<file path="src/rtl/lsu_axi_master_pkg.sv">
// Shared types and constants for the load/store unit bus front-end.
package lsu_axi_master_pkg;

  typedef enum logic [2:0] {
    ST_IDLE,
    ST_AR,
    ST_R,
    ST_AWW,
    ST_B,
    ST_RESP
  } state_t;

  localparam logic [1:0] SIZE_B = 2'd0;
  localparam logic [1:0] SIZE_H = 2'd1;
  localparam logic [1:0] SIZE_W = 2'd2;

  localparam logic [1:0] OKAY   = 2'd0;
  localparam logic [1:0] SLVERR = 2'd2;
  localparam logic [1:0] DECERR = 2'd3;

  // Size code 3 is never legal, so it is reported as misaligned.
  function automatic logic is_misaligned(input logic [1:0] addr_lo, input logic [1:0] size);
    case (size)
      SIZE_B:  is_misaligned = 1'b0;
      SIZE_H:  is_misaligned = addr_lo[0];
      SIZE_W:  is_misaligned = (addr_lo != 2'd0);
      default: is_misaligned = 1'b1;
    endcase
  endfunction

endpackage

</file>
<file path="src/rtl/lsu_axi_master_data_align.sv">
// Byte-lane steering for stores, field extraction/extension for loads,
// and the alignment check shared by the request path.
module lsu_data_align
  import lsu_axi_master_pkg::*;
#(
  parameter int DATA_W = 32
) (
  input  logic [1:0]          addr_lo,
  input  logic [1:0]          size,
  input  logic                is_unsigned,
  input  logic [DATA_W-1:0]   store_data,
  input  logic [DATA_W-1:0]   read_data,
  output logic [DATA_W-1:0]   wdata,
  output logic [DATA_W/8-1:0] wstrb,
  output logic [DATA_W-1:0]   load_data,
  output logic                misaligned
);

  logic [4:0]          shamt;
  logic [3:0]          strb_base;
  logic [DATA_W-1:0]   sh;

  always_comb begin
    shamt = {addr_lo, 3'b000};
    wdata = store_data << shamt;
    case (size)
      SIZE_B:  strb_base = 4'b0001;
      SIZE_H:  strb_base = 4'b0011;
      SIZE_W:  strb_base = 4'b1111;
      default: strb_base = 4'b0000;
    endcase
    wstrb = strb_base << addr_lo;

    sh = read_data >> shamt;
    case (size)
      SIZE_B:  load_data = {{24{~is_unsigned & sh[7]}}, sh[7:0]};
      SIZE_H:  load_data = {{16{~is_unsigned & sh[15]}}, sh[15:0]};
      default: load_data = sh;
    endcase

    misaligned = is_misaligned(addr_lo, size);
  end

endmodule

</file>
<file path="src/rtl/lsu_axi_master.sv">
// Blocking load/store front-end: one core request becomes one AXI4-Lite
// read or write transaction, answered by a single-cycle response pulse.
module lsu_axi_master
  import lsu_axi_master_pkg::*;
#(
  parameter int ADDR_W = 32,
  parameter int DATA_W = 32
) (
  input  logic                clock,
  input  logic                reset,
  input  logic                req_valid,
  output logic                req_ready,
  input  logic                req_wen,
  input  logic [ADDR_W-1:0]   req_addr,
  input  logic [1:0]          req_size,
  input  logic                req_unsigned,
  input  logic [DATA_W-1:0]   req_wdata,
  output logic                resp_valid,
  output logic [DATA_W-1:0]   resp_rdata,
  output logic                resp_err,
  output logic [ADDR_W-1:0]   araddr,
  output logic [2:0]          arsize,
  output logic                arvalid,
  input  logic                arready,
  output logic                rready,
  input  logic [DATA_W-1:0]   rdata,
  input  logic [1:0]          rresp,
  input  logic                rvalid,
  output logic [ADDR_W-1:0]   awaddr,
  output logic [2:0]          awsize,
  output logic                awvalid,
  input  logic                awready,
  output logic [DATA_W-1:0]   wdata,
  output logic [DATA_W/8-1:0] wstrb,
  output logic                wvalid,
  input  logic                wready,
  output logic                bready,
  input  logic [1:0]          bresp,
  input  logic                bvalid
);

  state_t              state_reg, state_next;
  logic [ADDR_W-1:0]   addr_reg, addr_next;
  logic [1:0]          size_reg, size_next;
  logic                unsigned_reg, unsigned_next;
  logic [DATA_W-1:0]   wdata_reg, wdata_next;
  logic [DATA_W-1:0]   rdata_reg, rdata_next;
  logic                err_reg, err_next;
  logic                aw_done_reg, aw_done_next;
  logic                w_done_reg, w_done_next;

  logic [1:0]          align_addr;
  logic [1:0]          align_size;
  logic [DATA_W-1:0]   align_wdata;
  logic [DATA_W/8-1:0] align_wstrb;
  logic [DATA_W-1:0]   align_load;
  logic                align_misaligned;
  logic                aw_hs;
  logic                w_hs;

  // In IDLE the aligner checks the incoming request; afterwards it works
  // on the latched one.
  assign align_addr = (state_reg == ST_IDLE) ? req_addr[1:0] : addr_reg[1:0];
  assign align_size = (state_reg == ST_IDLE) ? req_size : size_reg;

  lsu_data_align #(.DATA_W(DATA_W)) u_align (
    .addr_lo     (align_addr),
    .size        (align_size),
    .is_unsigned (unsigned_reg),
    .store_data  (wdata_reg),
    .read_data   (rdata),
    .wdata       (align_wdata),
    .wstrb       (align_wstrb),
    .load_data   (align_load),
    .misaligned  (align_misaligned)
  );

  assign aw_hs = (state_reg == ST_AWW) && !aw_done_reg && awready;
  assign w_hs  = (state_reg == ST_AWW) && !w_done_reg && wready;

  always_ff @(posedge clock) begin
    if (reset) begin
      state_reg    <= ST_IDLE;
      addr_reg     <= '0;
      size_reg     <= '0;
      unsigned_reg <= 1'b0;
      wdata_reg    <= '0;
      rdata_reg    <= '0;
      err_reg      <= 1'b0;
      aw_done_reg  <= 1'b0;
      w_done_reg   <= 1'b0;
    end else begin
      state_reg    <= state_next;
      addr_reg     <= addr_next;
      size_reg     <= size_next;
      unsigned_reg <= unsigned_next;
      wdata_reg    <= wdata_next;
      rdata_reg    <= rdata_next;
      err_reg      <= err_next;
      aw_done_reg  <= aw_done_next;
      w_done_reg   <= w_done_next;
    end
  end

  always_comb begin
    state_next    = state_reg;
    addr_next     = addr_reg;
    size_next     = size_reg;
    unsigned_next = unsigned_reg;
    wdata_next    = wdata_reg;
    rdata_next    = rdata_reg;
    err_next      = err_reg;
    aw_done_next  = aw_done_reg;
    w_done_next   = w_done_reg;
    case (state_reg)
      ST_IDLE: begin
        if (req_valid) begin
          addr_next     = req_addr;
          size_next     = req_size;
          unsigned_next = req_unsigned;
          wdata_next    = req_wdata;
          rdata_next    = '0;
          err_next      = align_misaligned;
          aw_done_next  = 1'b0;
          w_done_next   = 1'b0;
          if (align_misaligned) state_next = ST_RESP;
          else if (req_wen)     state_next = ST_AWW;
          else                  state_next = ST_AR;
        end
      end
      ST_AR: if (arready) state_next = ST_R;
      ST_R: begin
        if (rvalid) begin
          err_next   = (rresp != OKAY);
          rdata_next = (rresp != OKAY) ? '0 : align_load;
          state_next = ST_RESP;
        end
      end
      ST_AWW: begin
        aw_done_next = aw_done_reg | aw_hs;
        w_done_next  = w_done_reg | w_hs;
        if ((aw_done_reg | aw_hs) && (w_done_reg | w_hs)) state_next = ST_B;
      end
      ST_B: begin
        if (bvalid) begin
          err_next   = (bresp != OKAY);
          state_next = ST_RESP;
        end
      end
      ST_RESP: state_next = ST_IDLE;
      default: state_next = ST_IDLE;
    endcase
  end

  always_comb begin
    req_ready  = 1'b0;
    resp_valid = 1'b0;
    resp_rdata = '0;
    resp_err   = 1'b0;
    araddr     = '0;
    arsize     = '0;
    arvalid    = 1'b0;
    rready     = 1'b0;
    awaddr     = '0;
    awsize     = '0;
    awvalid    = 1'b0;
    wdata      = '0;
    wstrb      = '0;
    wvalid     = 1'b0;
    bready     = 1'b0;
    case (state_reg)
      ST_IDLE: req_ready = 1'b1;
      ST_AR: begin
        arvalid = 1'b1;
        araddr  = addr_reg;
        arsize  = {1'b0, size_reg};
      end
      ST_R: rready = 1'b1;
      ST_AWW: begin
        awvalid = !aw_done_reg;
        wvalid  = !w_done_reg;
        awaddr  = addr_reg;
        awsize  = {1'b0, size_reg};
        wdata   = align_wdata;
        wstrb   = align_wstrb;
      end
      ST_B: bready = 1'b1;
      ST_RESP: begin
        resp_valid = 1'b1;
        resp_rdata = rdata_reg;
        resp_err   = err_reg;
      end
      default: req_ready = 1'b0;
    endcase
  end

endmodule

</file>
<file path="config.mk">
export PLATFORM = sky130hd
export DESIGN_NAME = lsu_axi_master
export DESIGN_NICKNAME = d
export VERILOG_FILES = /design/src/rtl/lsu_axi_master_pkg.sv /design/src/rtl/lsu_axi_master_data_align.sv /design/src/rtl/lsu_axi_master.sv
export SDC_FILE = /design/constraint.sdc
export NUM_CORES = 1
export LEC_CHECK = 0
export ABC_AREA = 0
export BUFFER_PORTS_ARGS = -buffer_cell sky130_fd_sc_hd__clkbuf_2
export CORE_ASPECT_RATIO = 0.5
export CORE_MARGIN = 2
export CORE_UTILIZATION = 48
export DETAILED_ROUTE_END_ITERATION = 16
export GPL_TIMING_DRIVEN = 0
export HOLD_SLACK_MARGIN = 0.02
export MAX_ROUTING_LAYER = met4
export PLACE_DENSITY_LB_ADDON = 0.25
export SETUP_SLACK_MARGIN = 0.3
export SKIP_CTS_REPAIR_TIMING = 1
export SYNTH_ARGS = -nofsm -noshare
export SYNTH_HDL_FRONTEND = slang
export SYNTH_SLANG_ARGS = --single-unit
export TNS_END_PERCENT = 1
</file>
<file path="constraint.sdc">
create_clock -name clock -period 3.03 [get_ports clock]
set_clock_uncertainty 0.15 [all_clocks]
set_input_delay 0.1515 -clock clock [delete_from_list [all_inputs] [get_ports clock]]
set_output_delay 0.1515 -clock clock [all_outputs]
set_load 0.01 [all_outputs]
</file>
==> impl_metrics.csv, run 1 <==
group,metric,value,unit
outcome,status,"finished clean",
timing,maxSlewViolCount,0,
floorplanning,initial_core_util,48.8,%
clocking,numCtsBuffers,9,
timing,grt_setup_unrepaired,"true",
power,powerDensity,634,nW/um2
hold_path,hp-class,"in2reg",
power,p_comb_share,45.5,%
place,routabilityCongestion,0.911,
floorplanning,pin_count,258,
timing,slew_headroom,47.8,%
layout,fin_util,71.8,%
power,seq_power_share,33.3,%
floorplanning,die_height,81.1,um
logic_synthesis,syn_area_per_cell,7.50,um2
timing,hold_viol_final,0,
logic_synthesis,yosysWarnings,0,
global_route,grt_use_total,29.3,%
run,drv_cap,0,
setup_path,reg2reg_slack,0.49,ns
logic_synthesis,yosysTopAreaCellShare,36.8,%
logic_synthesis,synth_edf_count,0,
setup_path,end_kind,"output pin",
power,power_frac_clock,21.2,%
setup_path,required,2.73,ns
layout,drive_gt1_share,28.6,%
setup_path,reg2reg_depth,10,
timing,max_slew.worst_pin.slew,0.780,ns
logic_synthesis,synth_cells,761,
global_route,grt_pass1_wl,28.1,mm
power,swShare,42.1,%
logic_synthesis,yosysTopAreaCell,"dfxtp_1",
clocking,clk_pin_slew,0.08,ns
timing,setup_viol,0,
route,drc,0,
setup_path,worstPathArrival,2.52,ns
clocking,clk_latency,0.35,ns
global_route,antenna_found_initial,0,
clocking,cts_max_path_buffers,2,
route,drt_iter0_drc,539,
logic_synthesis,ys.flop_type,"dfxtp_1",
clocking,cts_num_sinks,105,
power,p_int,3.09,mW
route,ant_nets,0,
global_route,grt_pass1_vias,5682,
floorplanning,coreArea,11700,um2
logic_synthesis,yosysSeqAreaShare,36.8,%
logic_synthesis,synthArstFlopShare,0,%
timing,hold_slack,0.00185,ns
logic_synthesis,synth-seq-cells,105,
place,hpwl,14.5,mm
power,power_switching,2.24,mW
global_route,grt_max_degree,19,
logic_synthesis,synth_area_leaders,"dfxtp_1 37%, nand2_1 14%, and2_1 11%",
setup_path,critPathLaunchType,"flip-flop",
floorplanning,die_w,158,um
setup_path,crit_fanout,10,
route,firstDrtPassIters,5,
global_route,grt_overflow,0,
route,wl,20.7,mm
power,cellLeakagePower,3.93,nW
hold_path,whs_path_depth,5,
setup_path,criticalPathCategory,"reg2out",
place,portBuffers,255,
floorplanning,rows,28,
route,routedWlPerCell,16.1,um
route,routed_via_density,5.34,
floorplanning,die-area,12800,um2
timing,post-route-period-util,93.0,%
layout,num-nets-final,1233,
power,vdd_drop_max,412,uV
clocking,cts_max_level,3,
layout,areaGrowthSynthToFinish,47.1,%
timing,min_period,2.82,ns
power,power,5.33,mW
layout,diodes,0,
logic_synthesis,syn_area,5710,um2
clocking,cts_tree,"done",
clocking,cts_root_buf,"clkbuf_16",
timing,fmax,355,MHz
route,vias,6868,
logic_synthesis,synth.distinct_cells,47,
layout,fillerInstances,966,
-- area by class of cell --
cell class / instances / area, um2 / area share [%]
Multi-Input combinational cell: 592 / 3370 / 40.1
Timing Repair Buffer: 343 / 2140 / 25.4
Sequential cell: 105 / 2100 / 25.0
Buffer: 60 / 292 / 3.47
Clock buffer: 10 / 229 / 2.73
Tap cell: 165 / 206 / 2.46
Clock inverter: 6 / 48.8 / 0.581
Inverter: 5 / 18.8 / 0.223
-- worst max-delay path: stages (launching register included) --
cell and delay (ns):
dfxtp_1 0.38, buf_2 0.23, nor3b_1 0.35, clkbuf_4 0.32
nand2_1 0.09, clkbuf_1 0.25, o21ai_0 0.23, a22o_1 0.18
clkbuf_2 0.14
-- cells in the mapped netlist, types with 10 or more instances --
cell      number
and2_1       101
nand3_1       16
clkbuf_1      46
o22ai_1       10
o21ai_0       19
and3_1        11
a22oi_1       16
nand2_1      207
nor2_1        24
o21ai_2       11
mux2i_1       31
dfxtp_1      105
a21oi_1       81
-- power groups by stage --
stage               sequential (mW)  clock, mW  combinational, mW
floorplan                      1.73          0               1.53
global placement               1.78          0               2.11
detailed placement             1.79          0               2.15
CTS                            1.76       1.13               2.16
global route                   1.80       1.20               2.64
finish                         1.77       1.13               2.43
-- cells by family (layout without fill, tap and decap cells) --
family / Yosys count / after routing / share of synthesized area (%)
multiplexers: 37 / 37 / 6.90
other: 1 / 2 / 0.0657
AO/OA/AOI/OAI: 164 / 164 / 18.0
AND/OR/NAND/NOR: 384 / 384 / 32.1
flip-flops: 105 / 105 / 36.8
adder cells (fa/ha/maj): 5 / 5 / 1.10
buffers and inverters: 65 / 424 / 5.06
-- cells in the final DEF, fill, tap and decap left out, types with 2 or more instances in the layout --
cell type / Yosys / layout
clkbuf_2: 0 / 257
nand2_1: 207 / 206
dfxtp_1: 105 / 105
and2_1: 101 / 101
a21oi_1: 81 / 81
dlygate4sd3_1: 0 / 80
clkbuf_1: 46 / 45
mux2i_1: 31 / 31
nor2_1: 24 / 24
o21ai_0: 19 / 18
a22oi_1: 16 / 16
nand3_1: 16 / 16
buf_4: 4 / 12
and3_1: 11 / 11
o21ai_2: 11 / 11
o22ai_1: 10 / 10
a32oi_1: 9 / 9
clkbuf_16: 0 / 9
a32o_1: 7 / 7
nor3_1: 6 / 5
ha_1: 5 / 5
buf_6: 3 / 4
inv_1: 4 / 4
nand2b_1: 4 / 4
nor2b_1: 4 / 4
buf_2: 6 / 3
mux2_4: 3 / 3
inv_6: 0 / 3
clkinvlp_4: 0 / 3
nor3b_2: 2 / 2
nor3b_1: 2 / 2
mux2i_4: 0 / 2
nor2_4: 0 / 2
o21ai_1: 1 / 2
a211oi_1: 2 / 2
conb_1: 1 / 2
-- final timing paths --
kind / start / end
max: state_reg[0] / wstrb[2]
min reg2reg: rdata_reg[0] / rdata_reg[0]
max reg2reg: state_reg[1] / rdata_reg[14]
min: rdata[11] / rdata_reg[11]
-- metal layers --
layer,vias up,track usage (%),part of all wire (%),routed length (um)
met4,0,6.49,2.3,478
met2,329,49.0,48,9980
met5,-,-,0,0
met3,55,5.44,7.5,1560
met1,3214,37.4,42,8730
li1,3270,-,-,-
-- stage by stage --
step,TNS (ns),setup slack (ns),instances,instance area (um2)
after floorplan,0,0.742,762,5710
after CTS,-2.36,-0.244,1198,7470
after global routing,0,0.122,1286,8400
final,0,0.212,1286,8400
after global placement,0,0.182,1182,7200
after detailed placement,0,0.149,1182,7200
Power figures use the tool's default switching activity.
==> run 2: changes to the inputs <==
--- a/config.mk
+++ b/config.mk
@@ -8,3 +8,3 @@
 export ABC_AREA = 0
-export BUFFER_PORTS_ARGS = -buffer_cell sky130_fd_sc_hd__clkbuf_2
+export BUFFER_PORTS_ARGS = -buffer_cell sky130_fd_sc_hd__buf_2
 export CORE_ASPECT_RATIO = 0.5
--- a/constraint.sdc
+++ b/constraint.sdc
@@ -4,2 +4,2 @@
 set_output_delay 0.1515 -clock clock [all_outputs]
-set_load 0.01 [all_outputs]
+set_load 0.02 [all_outputs]
==> run 2 against run 1 <==
The run now ends with negative hold slack left; wire length rose by 2.1%; first-iteration DRC count rose by 1.3%; combinational power rose by 2%; clock power barely moved; fmax fell by 3.3%; largest cell class unchanged; largest power group unchanged.
==> impl_metrics.csv, run 2 (same netlist as run 1, synthesis figures left out) <==
group,metric,value,unit
setup_path,worstPathArrival,2.61,ns
setup_path,crit_chain,"buf_6, nor3_4, buf_6, mux2i_4, clkbuf_4, mux2i_1, o22ai_1, buf_2",
setup_path,criticalPathCategory,"reg2out",
timing,hold_slack,-0.0281,ns
global_route,antenna_found_initial,0,
route,routed_via_density,5.42,
floorplanning,die-area,12800,um2
setup_path,crit_fanout,10,
hold_path,min_to,"w_done_reg",
layout,final_common_cell,"buf_2",
timing,post-route-period-util,96.2,%
route,firstDrtPassIters,5,
global_route,grt_overflow,0,
layout,diodes,0,
clocking,clk_pin_slew,0.07,ns
setup_path,critPathLaunchType,"flip-flop",
floorplanning,pin_count,258,
route,wl,21.2,mm
clocking,clk_latency,0.36,ns
clocking,cts_num_sinks,105,
route,ant_nets,0,
place,postPlaceCellArea,7200,um2
power,p_comb_share,46.1,%
place,post-place-cells,1182,
route,vias,6966,
power,power,5.39,mW
setup_path,reg2reg_slack,0.28,ns
timing,hold_viol_final,3,
hold_path,hp-class,"in2reg",
timing,slew_headroom,47.4,%
power,seq_power_share,32.9,%
power,power_frac_clock,21.0,%
layout,areaGrowthSynthToFinish,47.1,%
layout,final_cell_area,8400,um2
timing,fmax,343,MHz
clocking,cts_max_level,3,
setup_path,crit_slowest_cell,"mux2i_4",
clocking,numCtsBuffers,9,
hold_path,whs_path_depth,3,
route,drc,0,
power,power_switching,2.32,mW
layout,num-nets-final,1234,
floorplanning,die_w,158,um
floorplanning,die_height,81.1,um
global_route,grt_max_degree,19,
run,drv_cap,0,
timing,grt_setup_unrepaired,"true",
setup_path,reg2reg_to,"rdata_reg[10]",
place,portBuffers,255,
timing,fin_ws,0.115,ns
place,routabilityCongestion,0.916,
power,cellLeakagePower,4.06,nW
global_route,grt_pass1_wl,28.8,mm
floorplanning,rows,28,
setup_path,slowest_delay,0.38,ns
route,routedWlPerCell,16.5,um
floorplanning,initial_core_util,48.8,%
outcome,violations,"negative hold slack",
place,pre_cts_ws,0.116,ns
timing,maxSlewViolCount,0,
power,vdd_drop_max,344,uV
global_route,grt_use_total,29.8,%
layout,fin_util,71.8,%
setup_path,cp_top_family,"buffers and inverters",
clocking,cts_root_buf,"clkbuf_16",
place,hpwl,14.7,mm
layout,final_cell_mix,"260 x buf_2, 206 x nand2_1, 105 x dfxtp_1",
layout,instances_no_fill,1286,
power,powerDensity,642,nW/um2
setup_path,reg2reg_depth,10,
layout,drive_gt1_share,28.5,%
setup_path,crit_buf_inv,4,
global_route,grt_pass1_vias,5835,
setup_path,end_kind,"output pin",
hold_path,hp-start,"wready",
setup_path,cpMostUsedCell,"buf_6",
floorplanning,coreArea,11700,um2
setup_path,required,2.73,ns
route,drt_iter0_drc,546,
timing,setup_viol,0,
setup_path,worstReg2RegStart,"state_reg[1]",
timing,setup_tns,0,ns
clocking,cts_tree,"done",
timing,max_slew.worst_pin.slew,0.782,ns
timing,min_period,2.92,ns
power,p_int,3.07,mW
outcome,status,"finished, violations left",
power,swShare,43.0,%
clocking,cts_max_path_buffers,2,
==> run 2: cell count changes in the layout (fill, tap and decap cells not counted), sizes merged <==
cell	previous run	this run
clkbuf	312	57
dlygate4sd3	80	82
clkinv	1	4
buf	21	274
clkinvlp	3	0
==> run 2: metal layers <==
layer	vias up	track usage (%)	wire [um]	part of all wire [%]
met3	60	5.39	1670	7.9
met1	3244	37.5	8980	42
met2	382	50.0	10000	47
met4	0	8.20	487	2.3
met5	-	-	0	0
li1	3280	-	-	-
==> run 2: how the worst max path moves through the flow <==
stage,depth (start not counted),slack (ns),start,end
final,8,0.11,state_reg[1],wdata[26]
after global routing,8,0.07,state_reg[1],wdata[31]
after CTS,8,-0.31,state_reg[1],wdata[18]
after detailed placement,8,0.12,state_reg[1],wdata[18]
after global placement,8,0.08,state_reg[1],wdata[17]
after floorplan,8,0.52,state_reg[1],wdata[23]
==> run 2: final cells by class <==
type / count / area (um2)
tap: 165 / 206
fill: 985 / 3300
timing repair buffer: 344 / 2150
sequential: 105 / 2100
multi-input combinational: 592 / 3360
inverter: 5 / 18.8
clock inverter: 6 / 51.3
buffer: 60 / 292
clock buffer: 9 / 225
==> run 2: power groups by stage <==
| stage | sequential [mW] | clock (mW) | combinational, mW |
|---|---|---|---|
| 2_1_floorplan | 1.73 | 0 | 1.60 |
| 3_3_place_gp | 1.78 | 0 | 2.19 |
| 3_5_place_dp | 1.79 | 0 | 2.23 |
| 4_1_cts | 1.76 | 1.14 | 2.24 |
| 5_1_grt | 1.79 | 1.20 | 2.70 |
| 6_report | 1.77 | 1.13 | 2.49 |
==> run 2: tightest hold or removal path: stages <==
cell     delay, ns
buf_2         0.10
a21oi_1       0.11
nor3_1        0.05
==> run 3: changes to the inputs <==
==> constraint.sdc (replaced) <==
create_clock -name clock -period 3.03 [get_ports clock]
set_clock_uncertainty 0.15 [all_clocks]
set_input_delay 0 -clock clock [delete_from_list [all_inputs] [get_ports clock]]
set_output_delay 0 -clock clock [all_outputs]
set_load 0.02 [all_outputs]
==> run 3 against run 2 <==
Fmax grew 6.7%; register-to-register slack improved by 0.20 ns; first-iteration DRC count rose by 2.2%; clock power about the same; the run still ends with negative hold slack left; non-clock buffer count rose by 24.
==> impl_metrics.csv, run 3 (same netlist as run 1, synthesis figures left out) <==
group,metric,value,unit
outcome,status,"finished, violations left",
outcome,violations,"negative hold slack",
route,wl_met3,1.85,mm
power,cellLeakagePower,4.15,nW
hold_path,min_to,"rdata_reg[7]",
timing,post-route-period-util,90.1,%
hold_path,whs_path_depth,5,
global_route,grt_pass1_wl,28.8,mm
place,hpwl,14.7,mm
clocking,cts_tree,"done",
global_route,grt_overflow,0,
floorplanning,pin_count,258,
clocking,clk_latency,0.35,ns
floorplanning,coreArea,11700,um2
clocking,cts_root_buf,"clkbuf_16",
timing,setup_viol,0,
route,drt_iter0_drc,558,
power,seq_power_share,32.4,%
timing,slew_headroom,49.5,%
layout,areaGrowthSynthToFinish,51.8,%
clocking,clk_pin_slew,0.07,ns
layout,diodes,0,
clocking,cts_num_sinks,105,
power,power_switching,2.32,mW
timing,fmax,366,MHz
timing,hold_viol_final,2,
setup_path,end_kind,"output pin",
timing,grt_setup_unrepaired,"true",
setup_path,reg2reg_depth,10,
place,postPlaceCellArea,7200,um2
power,powerDensity,630,nW/um2
hold_path,hp-start,"rdata[7]",
layout,final_cell_mix,"258 x buf_2, 206 x nand2_1, 105 x dfxtp_1, 105 x dlygate4sd3_1, 101 x and2_1",
power,vdd_drop_max,333,uV
setup_path,worstPathArrival,2.58,ns
global_route,grt_max_degree,19,
clocking,cts_max_level,3,
setup_path,reg2reg_to,"rdata_reg[22]",
timing,maxSlewViolCount,0,
route,routed_via_density,5.41,
power,power,5.46,mW
layout,final_cell_area,8670,um2
route,dr_wl_met2,10.4,mm
route,wl,21.6,mm
route,wl_met1,8.88,mm
clocking,cts_max_path_buffers,2,
timing,max_slew.worst_pin.slew,0.754,ns
place,routabilityCongestion,0.916,
timing,hold_slack,-0.0559,ns
power,p_int,3.14,mW
power,p_comb_share,47.0,%
place,post-place-cells,1182,
route,drc,0,
floorplanning,die_w,158,um
run,drv_cap,0,
layout,instances_no_fill,1310,
floorplanning,rows,28,
hold_path,hp-class,"in2reg",
setup_path,critPathLaunchType,"flip-flop",
global_route,grt_use_total,29.8,%
setup_path,worstReg2RegStart,"state_reg[1]",
route,highest_layer,"met4",
floorplanning,die-area,12800,um2
timing,setup_tns,0,ns
route,vias,7084,
power,power_frac_clock,20.5,%
route,routedWlPerCell,16.5,um
layout,final_common_cell,"buf_2",
route,ant_nets,0,
layout,drive_gt1_share,28.1,%
global_route,antenna_found_initial,0,
setup_path,crit_fanout,10,
global_route,grt_pass1_vias,5835,
power,swShare,42.5,%
setup_path,criticalPathCategory,"reg2out",
floorplanning,initial_core_util,48.8,%
route,firstDrtPassIters,5,
layout,num-nets-final,1258,
timing,min_period,2.73,ns
floorplanning,die_height,81.1,um
setup_path,reg2reg_slack,0.48,ns
clocking,numCtsBuffers,9,
place,portBuffers,255,
setup_path,required,2.88,ns
-- run 3: final cells by class --
cell class	count	area (um2)
well taps	165	206
repair buffers	368	2400
inverters	5	18.8
fillers	927	3030
multi-input cells	592	3370
flip-flops and latches	105	2100
plain buffers	60	294
clock buffers	9	225
clock inverters	6	51.3
-- run 3: how the worst max path moves through the flow --
stage	depth (start not counted)	endpoint	startpoint
after CTS	8	wdata[18]	state_reg[1]
after global placement	8	wdata[17]	state_reg[1]
after global routing	8	wdata[25]	state_reg[1]
after detailed placement	8	wdata[18]	state_reg[1]
final	8	wdata[26]	state_reg[1]
after floorplan	8	wdata[23]	state_reg[1]
-- run 3: stage by stage --
step / setup WS, ns / utilization (%)
detailed placement: 0.268 / 61.5
global placement: 0.235 / 61.5
CTS: -0.161 / 63.9
global route: 0.240 / 74.1
finish: 0.299 / 74.1
floorplan: 0.672 / -
-- run 3: worst max-delay path: stages (launching register included) --
cell,delay (ns)
dfxtp_1,0.31
buf_6,0.14
nor3_4,0.22
buf_6,0.20
mux2i_4,0.40
buf_4,0.29
mux2i_1,0.32
o22ai_1,0.15
buf_2,0.20
-- run 3: per-layer routing --
metal  GRT usage (%)  vias to the layer above
met5               -                        -
met3            5.39                       50
met4            8.20                        0
met2            50.0                      387
li1                -                     3329
met1            37.5                     3318
-- run 3: power groups by stage --
| stage | combinational, mW | clock [mW] | sequential (mW) |
|---|---|---|---|
| 2_1_floorplan | 1.60 | 0 | 1.73 |
| 6_report | 2.57 | 1.12 | 1.77 |
| 3_5_place_dp | 2.23 | 0 | 1.79 |
| 4_1_cts | 2.24 | 1.14 | 1.76 |
| 3_3_place_gp | 2.19 | 0 | 1.78 |
| 5_1_grt | 2.78 | 1.20 | 1.79 |
